<file path="src/rtl/serializer_pkg.sv">
// Shared types and helpers for the parallel-to-serial transmitter.
package serializer_pkg;

  typedef enum logic {IDLE, SHIFT} state_t;

  localparam int unsigned MOD_ILL_A = 1;
  localparam int unsigned MOD_ILL_B = 2;

  // Bit count for a data_mod value; 0 flags a request that must be dropped.
  function automatic int unsigned mod_to_len(input int unsigned mod, input int unsigned width);
    if (mod == 0) return width;
    if (mod == MOD_ILL_A || mod == MOD_ILL_B) return 0;
    return mod;
  endfunction

endpackage

</file>
<file path="src/rtl/serializer.sv">
// MSB-first parallel-to-serial converter with per-bit valid and registered busy.
module serializer
  import serializer_pkg::*;
#(
  parameter  int unsigned DATA_BUS_WIDTH = 16,
  localparam int unsigned MOD_WIDTH      = $clog2(DATA_BUS_WIDTH)
) (
  input  logic                      clk_i,
  input  logic                      srst_i,
  input  logic [DATA_BUS_WIDTH-1:0] data_i,
  input  logic [MOD_WIDTH-1:0]      data_mod_i,
  input  logic                      data_val_i,
  output logic                      ser_data_o,
  output logic                      ser_data_val_o,
  output logic                      busy_o
);

  localparam int unsigned W  = DATA_BUS_WIDTH;
  localparam int unsigned CW = MOD_WIDTH + 1;

  state_t          state_q, state_d;
  logic [CW-1:0]   cnt_q, cnt_d;
  logic [W-1:0]    sh_q, sh_d;
  logic            sdo_d, sval_d, busy_d;
  logic [CW-1:0]   len;
  logic            acc;

  assign len = CW'(mod_to_len(32'(data_mod_i), W));
  // busy_o is only low when idle or on the last bit, so accepts never cut a word short.
  assign acc = data_val_i && !busy_o && (len != '0);

  always_comb begin
    state_d = state_q;
    cnt_d   = cnt_q;
    sh_d    = sh_q;
    sdo_d   = 1'b0;
    sval_d  = 1'b0;
    busy_d  = 1'b0;
    if (acc) begin
      state_d = SHIFT;
      sdo_d   = data_i[W-1];
      sh_d    = {data_i[W-2:0], 1'b0};
      cnt_d   = len;
      sval_d  = 1'b1;
      busy_d  = (len > CW'(1));
    end else if (state_q == SHIFT && cnt_q > CW'(1)) begin
      sdo_d   = sh_q[W-1];
      sh_d    = {sh_q[W-2:0], 1'b0};
      cnt_d   = cnt_q - 1'b1;
      sval_d  = 1'b1;
      busy_d  = (cnt_q > CW'(2));
    end else begin
      state_d = IDLE;
      cnt_d   = '0;
      sh_d    = '0;
    end
  end

  always_ff @(posedge clk_i) begin
    if (srst_i) begin
      state_q        <= IDLE;
      cnt_q          <= '0;
      sh_q           <= '0;
      ser_data_o     <= 1'b0;
      ser_data_val_o <= 1'b0;
      busy_o         <= 1'b0;
    end else begin
      state_q        <= state_d;
      cnt_q          <= cnt_d;
      sh_q           <= sh_d;
      ser_data_o     <= sdo_d;
      ser_data_val_o <= sval_d;
      busy_o         <= busy_d;
    end
  end

endmodule

</file>
<file path="config.mk">
export PLATFORM = sky130hd
export DESIGN_NAME = serializer
export DESIGN_NICKNAME = d
export VERILOG_FILES = /design/src/rtl/serializer_pkg.sv /design/src/rtl/serializer.sv
export SDC_FILE = /design/constraint.sdc
export NUM_CORES = 1
export LEC_CHECK = 0
export CELL_PAD_IN_SITES_DETAIL_PLACEMENT = 0
export CELL_PAD_IN_SITES_GLOBAL_PLACEMENT = 1
export CORE_MARGIN = 1.5
export CORE_UTILIZATION = 31
export CTS_BUF_LIST = sky130_fd_sc_hd__clkbuf_16
export CTS_CLUSTER_DIAMETER = 60
export DETAILED_ROUTE_END_ITERATION = 8
export GPL_ROUTABILITY_DRIVEN = 0
export PLACE_DENSITY_LB_ADDON = 0.1
export SLEW_MARGIN = 20
export SYNTH_ARGS = -nofsm -noshare
export SYNTH_HDL_FRONTEND = slang
export SYNTH_SLANG_ARGS = --single-unit
</file>
<file path="constraint.sdc">
create_clock -name clk_i -period 1.5 [get_ports clk_i]
set_clock_uncertainty 0.05 [all_clocks]
set_input_delay 0.3 -clock clk_i [delete_from_list [all_inputs] [get_ports clk_i]]
set_output_delay 0.3 -clock clk_i [all_outputs]
set_load 0.05 [all_outputs]
</file>
==> flow_summary.toml <==
[yosys]
synth_top_flop_cell = "dfxtp_1"
netlist_top_cells_area = "dfxtp_1, nand3_1, a21oi_1"
yosysMostFrequentCell = "dfxtp_1"
ys_seq_area_share_pct = 47.2
yosysWarnings = 0
synth_edf_count = 0
syn_avg_cell_area_um2 = 8.62
yosys.area.top_type = "dfxtp_1"
synth_top_area_share_pct = 47.2
synthesis.area_mm2 = 0.00102
synthArstFlopShare_pct = 0
synth_common_cells = "dfxtp_1, nand3_1, a21oi_1, nand2_1, nor2_1"
synth-seq-cells = 24
syn_nets = 144
syn_inst = 118
synth.distinct_cells = 25

[grt]
top_usage_layer = "met2"
antenna_found_initial = 0
grt_pass1_wl_mm = 3.91
grt_pass1_vias = 904
grt_max_degree = 16
grt_util_met2_pct = 23.1
grt_usage_pct = 14.8
overflow = 0
gr-usage-met1_pct = 19.3
gr-usage-met3_pct = 3.90

[critical_path]
worstSetupPathType = "reg -> reg"
crit_arrival_ps = 1590
worstSetupPathDepth = 8
ff2ff_path_depth = 8
crit_buf_inv = 3
cp_top_family = "compound AO/OA/AOI/OAI gates"
end_kind = "flip-flop"
worstPathRequired_ps = 1640
cpMaxStageDelayCell = "dfxtp_2"
crit_path_max_fanout = 7
cpPeakStageDelay_ps = 340
path_cells = "inv_2, ha_4, o21bai_4, a21boi_2, buf_6, clkbuf_16, nand3_1, a21oi_1"
startpoint_type = "flip-flop"

[sta]
slew_violations = 0
hold_viol = 0
max_freq_mhz = 690
period_needed_ps = 1450
layout_worst_path_cycle_share_pct = 96.7
rsz0062_at_grt = "true"
finalSetupViolations = 0
worst_slew_pin_slew_ps = 303
hold_ws_ps = 397
slew_headroom_pct = 79.7

[final_layout]
register_area_um2 = 484
multi_input_area_um2 = 579
finish.utilization_pct = 54.8
drive_gt1_share_pct = 35.4
antennaDiodeCount = 0
final_nets = 185
area_growth_pct = 65.7
fillers = 290

[clocking]
clockBufferDepth = 2
numCtsBuffers = 3
clk_latency_ps = 250
clock-sinks = 24
cts_max_level = 1
clkTransAtPathRegs_ps = 60
cts_root_buf = "clkbuf_16"
cts_tree = "built"

[floorplan]
std_cell_rows = 20
dieWidth_um = 60.3
fp.dieH_um = 60.3
io_pins = 26
core-area_mm2 = 0.00308
initial_core_util_pct = 33.0
dieArea_mm2 = 0.00363

[routing]
drt.antenna.violating_nets = 0
wl_mm = 2.39
drt-pass1-iter-count = 4
drt_iter0_markers = 19
wl_per_cell_um = 11.8
route.detailed.drc = 0
via_per_inst = 4.68
num_vias = 945

[power_and_ir_drop]
switching_share_pct = 24.4
p_int_w = 0.00122
p_leak_nw = 0.630
ir_drop_uv = 438
power_density_mw_per_mm2 = 959
comb_power_share_pct = 21.9
pwr-share-seq_pct = 43.0
switchingPower_w = 0.000394
pwr-share-clk_pct = 35.2

[placed_design]
port_buffers = 25
dpl.hpwl_mm = 1.66

[run_status]
status = "completed"

[hold_path]
min_path_cells = 2
holdCritPathClass = "reg -> reg"

[run]
cap_violations = 0
==> metrics by stage <==
step / setup TNS, ps / worst slack, ps / total power (W) / std cells / cell area, um^2
after global routing: -18.6 / -6.62 / 0.00169 / 202 / 1690
after global placement: -4500 / -228 / 0.00101 / 195 / 1450
after floorplan: 0 / 72.6 / 0.000855 / 118 / 1020
after CTS: 0 / 16.7 / 0.00159 / 201 / 1550
after detailed placement: -4840 / -249 / 0.00101 / 195 / 1450
final: 0 / 49.9 / 0.00162 / 202 / 1690
==> cell families after synthesis <==
family	count (synthesis)	share of synthesized area, %
DFF	24	47.2
and+or+nand+nor	50	23.1
buffers and inverters	11	6.27
adders and majority gates	3	3.69
AOI/OAI and AO/OA	26	16.2
xor gates and xnor gates	4	3.44
==> flip-flops by register name, indices dropped and copies added, names as in the netlist <==
name            cells
sh_q               15
busy_o              1
state_q             1
cnt_q               5
ser_data_val_o      1
ser_data_o          1
==> worst paths after layout <==
check	from	endpoint	slack, ps
max	cnt_q[1]	sh_q[7]	50
min	sh_q[11]	sh_q[12]	400
max reg2reg	cnt_q[1]	sh_q[7]	50
min reg2reg	sh_q[11]	sh_q[12]	400
==> cells in the final DEF (no fill, tap or decap), types with 2 or more instances in the layout <==
cell	netlist	routed
a21oi_2	1	9
nand2_1	18	18
dfxtp_1	24	21
buf_4	1	14
ha_1	3	2
nor2_1	5	5
o31ai_2	3	3
nand3b_1	2	2
nor3b_2	0	2
xor2_1	3	3
nand3_1	19	13
dfxtp_2	0	3
nand3_2	0	6
clkbuf_16	0	4
buf_6	2	2
nor3_1	2	2
dlygate4sd2_1	0	2
buf_12	0	5
clkdlybuf4s50_1	0	19
a21oi_1	18	10
==> worst reg2reg max path: cells and delay by family, from the launching register on <==
family | cells | cell delay [ps]
buffers and inverters | 3 | 340
adders and majority gates | 1 | 140
AOI/OAI and AO/OA | 3 | 430
and+or+nand+nor | 1 | 80
DFF | 1 | 340
==> per-layer routing <==
layer | up-vias | wire length (um)
met5 | - | 0
met3 | 5 | 107
met1 | 444 | 1110
met4 | 0 | 30
met2 | 18 | 1140
li1 | 478 | -
==> cell type report <==
type                            count  share of cell area (%)
Clock buffer                        3                    4.45
Clock inverter                      1                   0.223
Inverter                            2                   0.445
Multi-Input combinational cell     83                    34.4
Sequential cell                    24                    28.7
Tap cell                           44                    3.27
Timing Repair Buffer               45                    28.5
==> power by group through the flow <==
stage	clock [W]	sequential, W	combinational, W
final	0.000568	0.000694	0.000353
after floorplan	0	0.000717	0.000138
after detailed placement	0	0.000703	0.000308
after global placement	0	0.000703	0.000307
after global routing	0.000610	0.000697	0.000385
after CTS	0.000584	0.000689	0.000319
==> what timing repair did <==
item	4_1_cts	5_1_grt
setup endpoints to repair	8	21
pin swaps	2	11
hold endpoints to repair	0	0
hold buffers	0	0
resized for setup	6	26
gates cloned	1	1
buffers inserted	1	0
Note: power is estimated with default switching activity, not from simulation.
